File: src/rtl/serial_transceiver_pkg.sv
// rtl/serial_transceiver_pkg.sv - shared constants, state type and helpers for serial_transceiver
//
// Purpose: data word width, transmit FSM state encoding and the ceil-div
// helper used to size the number of transmit steps.
// Ports: none (package).
package serial_transceiver_pkg;

    localparam int DATA_W = 32;

    typedef enum logic [1:0] {
        IDLE = 2'd0,
        SEND = 2'd1,
        DONE = 2'd2
    } state_e;

    function automatic int ceil_div(input int num, input int den);
        return (num + den - 1) / den;
    endfunction

endpackage

File: src/rtl/serial_transceiver.sv
// rtl/serial_transceiver.sv - 32-bit parallel-to-serial transmitter, WIDTH bits per step
//
// Purpose: captures din on sample, then on startTx shifts the held word out
// on dout one WIDTH-bit chunk per txEn step, with txBusy/txDone status.
// Optional build macro: SERIAL_TX_MSB_FIRST_EN reverses the chunk order
// (highest, zero-padded chunk first); timing is unchanged.
//
// Ports:
//   clk      in   system clock, rising edge
//   reset    in   asynchronous active-high reset
//   din      in   [31:0] parallel data word
//   sample   in   load strobe, captures din (IDLE only)
//   startTx  in   start transmission of the held word (IDLE only)
//   txEn     in   step enable, one chunk advance per enabled edge
//   txDone   out  one-cycle pulse after the last chunk
//   txBusy   out  high while chunks are being driven
//   dout     out  [WIDTH-1:0] current chunk
module serial_transceiver
    import serial_transceiver_pkg::*;
#(
    parameter int WIDTH = 5
) (
    input  logic              clk,
    input  logic              reset,
    input  logic [DATA_W-1:0] din,
    input  logic              sample,
    input  logic              startTx,
    input  logic              txEn,
    output logic              txDone,
    output logic              txBusy,
    output logic [WIDTH-1:0]  dout
);

    localparam int CHUNKS = ceil_div(DATA_W, WIDTH);
    localparam int PAD_W  = CHUNKS * WIDTH;
    localparam int IDX_W  = $clog2(CHUNKS + 1);
    localparam logic [IDX_W-1:0] LAST_IDX = IDX_W'(CHUNKS);

    state_e            state_q, state_d;
    logic [IDX_W-1:0]  idx_q, idx_d;
    logic [DATA_W-1:0] hold_q, hold_d;
    logic [WIDTH-1:0]  dout_q, dout_d;
    logic              busy_q, busy_d;
    logic              done_q, done_d;

    // pos is the position in transmit order; it is mapped onto the physical
    // chunk of the zero-extended word, so the top chunk reads padding as 0.
    function automatic logic [WIDTH-1:0] chunk_at(input logic [DATA_W-1:0] word,
                                                  input logic [IDX_W-1:0]  pos);
        logic [IDX_W-1:0] phys;
        logic [PAD_W-1:0] shifted;
`ifdef SERIAL_TX_MSB_FIRST_EN
        phys = LAST_IDX - IDX_W'(1) - pos;
`else
        phys = pos;
`endif
        shifted = PAD_W'(word) >> (int'(phys) * WIDTH);
        return shifted[WIDTH-1:0];
    endfunction

    // State register
    always_ff @(posedge clk or posedge reset) begin
        if (reset) begin
            state_q <= IDLE;
            idx_q   <= '0;
            hold_q  <= '0;
            dout_q  <= '0;
            busy_q  <= 1'b0;
            done_q  <= 1'b0;
        end else begin
            state_q <= state_d;
            idx_q   <= idx_d;
            hold_q  <= hold_d;
            dout_q  <= dout_d;
            busy_q  <= busy_d;
            done_q  <= done_d;
        end
    end

    // Next-state logic: FSM state, chunk index and holding register
    always_comb begin
        state_d = state_q;
        idx_d   = idx_q;
        hold_d  = hold_q;
        case (state_q)
            IDLE: begin
                // sample wins over startTx in the same cycle
                if (sample) begin
                    hold_d = din;
                end else if (startTx) begin
                    state_d = SEND;
                    idx_d   = IDX_W'(1);
                end
            end
            SEND: begin
                if (txEn) begin
                    if (idx_q < LAST_IDX) begin
                        idx_d = idx_q + IDX_W'(1);
                    end else begin
                        state_d = DONE;
                        idx_d   = '0;
                    end
                end
            end
            DONE: begin
                state_d = IDLE;
            end
            default: begin
                state_d = IDLE;
                idx_d   = '0;
            end
        endcase
    end

    // Output logic: registered dout/txBusy/txDone next values
    always_comb begin
        dout_d = dout_q;
        busy_d = busy_q;
        done_d = 1'b0;
        case (state_q)
            IDLE: begin
                dout_d = '0;
                busy_d = 1'b0;
                // the first chunk goes out on the start edge, without txEn
                if (!sample && startTx) begin
                    dout_d = chunk_at(hold_q, '0);
                    busy_d = 1'b1;
                end
            end
            SEND: begin
                if (txEn) begin
                    if (idx_q < LAST_IDX) begin
                        dout_d = chunk_at(hold_q, idx_q);
                    end else begin
                        dout_d = '0;
                        busy_d = 1'b0;
                        done_d = 1'b1;
                    end
                end
            end
            DONE: begin
                dout_d = '0;
                busy_d = 1'b0;
            end
            default: begin
                dout_d = '0;
                busy_d = 1'b0;
            end
        endcase
    end

    assign dout   = dout_q;
    assign txBusy = busy_q;
    assign txDone = done_q;

endmodule

File: config.mk
export PLATFORM = sky130hd
export DESIGN_NAME = serial_transceiver
export DESIGN_NICKNAME = d
export VERILOG_FILES = /design/src/rtl/serial_transceiver_pkg.sv /design/src/rtl/serial_transceiver.sv
export SDC_FILE = /design/constraint.sdc
export NUM_CORES = 1
export LEC_CHECK = 0
export ABC_CLOCK_PERIOD_IN_PS = 1900
export CORE_AREA = 4 4 86 88
export DETAILED_ROUTE_END_ITERATION = 6
export DIE_AREA = 0 0 90 92
export GPL_ROUTABILITY_DRIVEN = 0
export PLACE_DENSITY = 0.51
export SLEW_MARGIN = 20
export SYNTH_ARGS = -nofsm -noshare
export SYNTH_HDL_FRONTEND = slang
export SYNTH_SLANG_ARGS = --single-unit
File: constraint.sdc
create_clock -name clk -period 1.9 [get_ports clk]
set_clock_uncertainty 0.15 [all_clocks]
set_input_delay 0.475 -clock clk [delete_from_list [all_inputs] [get_ports clk]]
set_output_delay 0.475 -clock clk [all_outputs]
set_load 0.05 [all_outputs]
* After elaboration in Yosys (flattened, before gate mapping)
Index checks and enable logic that the tools add are counted.
Cells by class: add/sub/neg operators 1, multipliers 1, $lt $le $gt $ge 1, equality and inequality tests 6, shift operators 1, muxes and demuxes 21, bitwise gates (word level) 1, reduce and logical (&&, ||, !) cells 7
Operators by type and width (number):
- $shr 32x6->5 | 1
- $mux 5 | 3
- $mux 3 | 4
- $pmux 5 s2 | 1
- $pmux 3 s3 | 1
- $mux 2 | 4
- $ne 2x2->1 const B | 4
- $reduce_and 4->1 | 2
- $mul 3x3->6 const B | 1
- $mux 1 | 6
- $pmux 2 s2 | 1
- $reduce_and 2->1 | 2
- $add 3x1->3 const B | 1
- $lt 3x3->1 const B | 1
- $eq 2x1->1 const B | 1
- $eq 2x2->1 const B | 1
- $logic_not 2->1 | 1
- $pmux 1 s2 | 1
- $logic_and 1x1->1 | 1
- $logic_not 1->1 | 1
- $not 1->1 | 1
Word-level totals: bits in registers 44, input bits 37, output and inout port bits 7, logic and storage cells 45

* Depth between registers and ports, before layout
Gate-level depths: netlist of run 1.
word-level depth 5, depth in mapped cells 6, gate-level depth less buffers 4

* Worst setup path before layout of run 1
Ideal clock, no wire load.
path kind flip-flop to flip-flop, start register state_q[0], end register idx_q[0], data arrival time 1366 ps, data required time 1625 ps, path slack 259 ps, stages on the path, launching flop included 5, path buffers 1, period minus slack after synthesis 1641 ps, cells stage by stage dfrtp_1 buf_4 nor4b_4 or2_2 mux2_2
Between the ends: longest elaborated chain between the ends 3, elaborated cells on any way between the ends 9, classes of those cells eq/ne (5); mux (1); bitwise (1); reduce/logical (2)
Ends and longest elaborated chain:
- start: declaration | RTL line serial_transceiver.sv:39 | state_e state_q, state_d;
- start signal: assignment | RTL line serial_transceiver.sv:71 | state_q <= state_d;
- $eq 2x1->1, or another cell as far along | RTL line serial_transceiver.sv:85 | case (state_q)
- $ne 2x2->1 (no line) / $not 1->1 (equally long branches)
- $reduce_and 4->1 (no line)
- end signal: assignment | RTL line serial_transceiver.sv:72 | idx_q <= idx_d;
- end: declaration | RTL line serial_transceiver.sv:40 | logic [IDX_W-1:0] idx_q, idx_d;
Parallel ways exist; a longest one is shown, timed or not. A chain may end at the register's enable or synchronous reset.

* Final worst setup path of run 1
start input sample, end register idx_q[0]
Between the ends: longest elaborated chain between the ends 2
Ends and longest elaborated chain:
- start: declaration | RTL line serial_transceiver.sv:26 | input logic sample,
- $ne 2x2->1 (no line)
- $reduce_and 4->1 (no line)
Every way passes these cells.

==> run summary, run 1 <==
### Outcome
• **result of the run** complete, no violations

### Logic synthesis
• **count of cell types in the netlist** 38
• **top_reg_cell synth** dfrtp_1
• **Post-Syn Area per Cell** 13.2 um^2
• **number of warning messages in the yosys log** 0
• **ys async rst share** 100%
• **Synth Cell Area** 2060 um^2
• **Post-synth EDFFs** 0
• **Seq/Total Area, Yosys** 53.4%
• **synthesized flop and latch total** 44
• **cell count after synthesis** 156
• **Net Count, Synth** 194

### Setup path
• **capturing element of the worst setup path** idx_q[0]
• **data arrival time of the critical path** 1850 ps
• **number of cells traversed by the worst register-to-register path** 5
• **data required time at the worst endpoint** 1920 ps
• **critical path class** primary input to register
• **reg-to-reg slack, setup** 160 ps
• **startpoint kind of the worst setup timing path** primary input
• **reg-to-reg critical path endpoint** dout[0]
• **sequence of cells on the critical path** clkdlybuf4s50_1 > buf_4 > nor4b_4 > or2_2 > mux2_2
• **crit-path max cell delay** 440 ps
• **Setup crit start** sample
• **kind of end point of the critical path** register
• **Crit Path Max Fanout** 4
• **reg-to-reg critical path startpoint** idx_q[0]
• **slowest cell on the critical path** clkdlybuf4s50_1

### CTS
• **count of clock tree sinks** 44
• **Max Root-Sink Buffers** 2
• **CTS Buf Count** 5
• **TritonCTS clock tree** yes
• **post-CTS repair timing setup buffer count** 0
• **Clock Tree Root** clkbuf_8
• **worst-skew pair later-pin latency** 290 ps
• **Post-CTS Hold Buffers** 0
• **CTS resizes** 0
• **clock slew at reported path FFs** 80 ps
• **H-tree lvl count** 2

### Worst hold path
• **Hold Startpoint** hold_q[27]
• **WHS Path Cells** 1
• **path type of the worst min-delay path** register to register

### Routing
• **number of nets still failing antenna checks after routing** 0
• **number of remaining DRC errors** 0
• **number of detailed-route iterations in the first pass** 4
• **Routed wire per std cell** 14.9 um
• **1st-iter DRT viols** 55
• **via count** 1417
• **average via count per standard cell** 4.85
• **WL final** 4350 um

### STA
• **headroom to the max-slew limit** 73.8%
• **Hold Vio Cnt, Final** 0
• **post-route worst hold slack** 362 ps
• **Worst Max-Slew Pin Slew** 393 ps
• **final setup violating endpoints** 0
• **highest clock rate** 547 MHz
• **time the worst path needs with I/O delays and setup** 1830 ps
• **portion of the clock cycle consumed by the worst path in the final layout** 96.3%
• **number of slew-limit violations in the final report** 0
• **unrepaired setup endpoints after global routing** false

### Global route
• **vias in the first global route** 1555
• **first-pass GRT wire length** 7580 um
• **residual overflow from global routing** 0
• **GRT Resource Usage Total** 11.4%
• **maximum number of pins on one net before global-route repair** 45
• **number of antenna violations at the first check in global routing** 0

### Cells and area
• **count of filler cells inserted in the layout** 619
• **most common cell after layout, fill and taps aside** dfrtp_1
• **non-filler instance count after layout** 292
• **leading cell types in the layout, fill and taps excluded** dfrtp_1, clkdlybuf4s50_1, mux2_2
• **Antenna Cells** 0
• **nets@finish** 249
• **layout overhead on the synthesized area** 36.4%
• **share of final-layout standard cells stronger than drive strength 1** 32.5%

### Floorplan
• **boundary pin count** 44
• **Die Width** 90 um
• **die footprint** 8280 um^2
• **height of the chip** 92 um
• **Core Rows** 30
• **area of the core region** 6640 um^2
• **effective utilization at floorplan** 31.0%

### Pwr
• **PnR Total Power** 4.23 mW
• **Leak Pwr** 1.19 nW
• **Pwr per Cell Area** 1510 nW/um^2
• **largest vdd supply drop** 0.463 mV

### Placement
• **total instance count after detailed placement** 284
• **HPWL Detailed** 3310 um
• **IO Port Bufs** 43

### Flow run
• **number of maximum-capacitance violations** 0

## through the flow
stage               setup TNS, ps  worst slack (ps)  area, um^2  utilization, %
CTS                             0              82.8        2810            42.3
global placement            -6490              -180        2720            40.9
finish                          0              71.2        2810            42.3
detailed placement          -6840              -213        2720            40.9
floorplan                       0               244        2060               -
global route                    0              12.1        2810            42.3
## synthesized netlist by cell type (all sizes together), types with 2 or more instances
cell	count	area share (%)
a21oi	2	0.49
a22oi	4	1.5
buf	6	2.6
clkbuf	2	0.36
dfrtp	44	53
inv	3	0.55
mux2	35	19
mux2i	11	5.3
nand2b	4	1.6
nor2	8	1.5
nor2b	3	0.91
nor3	3	0.73
nor3b	3	1.3
o21ai	6	1.6
o22ai	3	0.91
## area by class of cell
class | count | area [um^2] | share of cell area (%)
inverters | 3 | 11.3 | 0.401
clock buffers | 6 | 82.6 | 2.94
multi-input cells | 101 | 895 | 31.8
repair buffers | 56 | 611 | 21.7
clock inverters | 2 | 10.0 | 0.356
well taps | 80 | 100 | 3.56
flip-flops and latches | 44 | 1100 | 39.2
## flip-flops by register name, summed over array words and instances (netlist names)
signal / count
hold_q: 32
dout: 5
idx_q: 3
state_q: 2
txBusy: 1
txDone: 1
## per-layer routing
metal	GRT usage, %	part of all wire (%)	up-vias
met5	0	0	-
met4	4.72	2.1	0
met3	3.20	4.4	7
met2	17.9	47	33
met1	14.8	46	695
li1	-	-	682
## worst max-delay path, delay by kind of cell
kind	cells	cell delay [ps]
buf+inv	2	600
mux	1	350
simple gates	2	420
## cells by family (layout without fill, tap and decap cells)
family          count (synthesis)  after routing  share of synthesized area (%)
fa+ha+maj                       1              1                          0.607
flops                          44             44                           53.4
simple gates                   29             29                           9.41
buf+inv                        11             67                           3.46
compound gates                 25             25                           8.62
mux                            46             46                           24.5
## worst min-delay path by stage
stage / end / slack (ps)
global placement: hold_q[16] / 340
detailed placement: hold_q[6] / 350
global route: hold_q[21] / 370
CTS: hold_q[6] / 360
floorplan: hold_q[10] / 320
finish: hold_q[27] / 360
## report_power, final
group	total, mW	internal, mW	leakage, nW	switching [mW]
combinational	1.91	1.09	0.601	0.829
clock	0.592	0.290	0.0510	0.302
sequential	1.72	1.38	0.539	0.348
total	4.23	2.75	1.19	1.48
Note: power is estimated with default switching activity, not from simulation.
==> run 2, diff against run 1 <==
--- a/config.mk
+++ b/config.mk
@@ -11,6 +11,7 @@
 export DIE_AREA = 0 0 90 92
 export GPL_ROUTABILITY_DRIVEN = 0
 export PLACE_DENSITY = 0.51
+export SKIP_CTS_REPAIR_TIMING = 1
 export SLEW_MARGIN = 20
 export SYNTH_ARGS = -nofsm -noshare
 export SYNTH_HDL_FRONTEND = slang
==> results of run 2 <==
Final layout, timing and power as in run 1 (identical DEF).
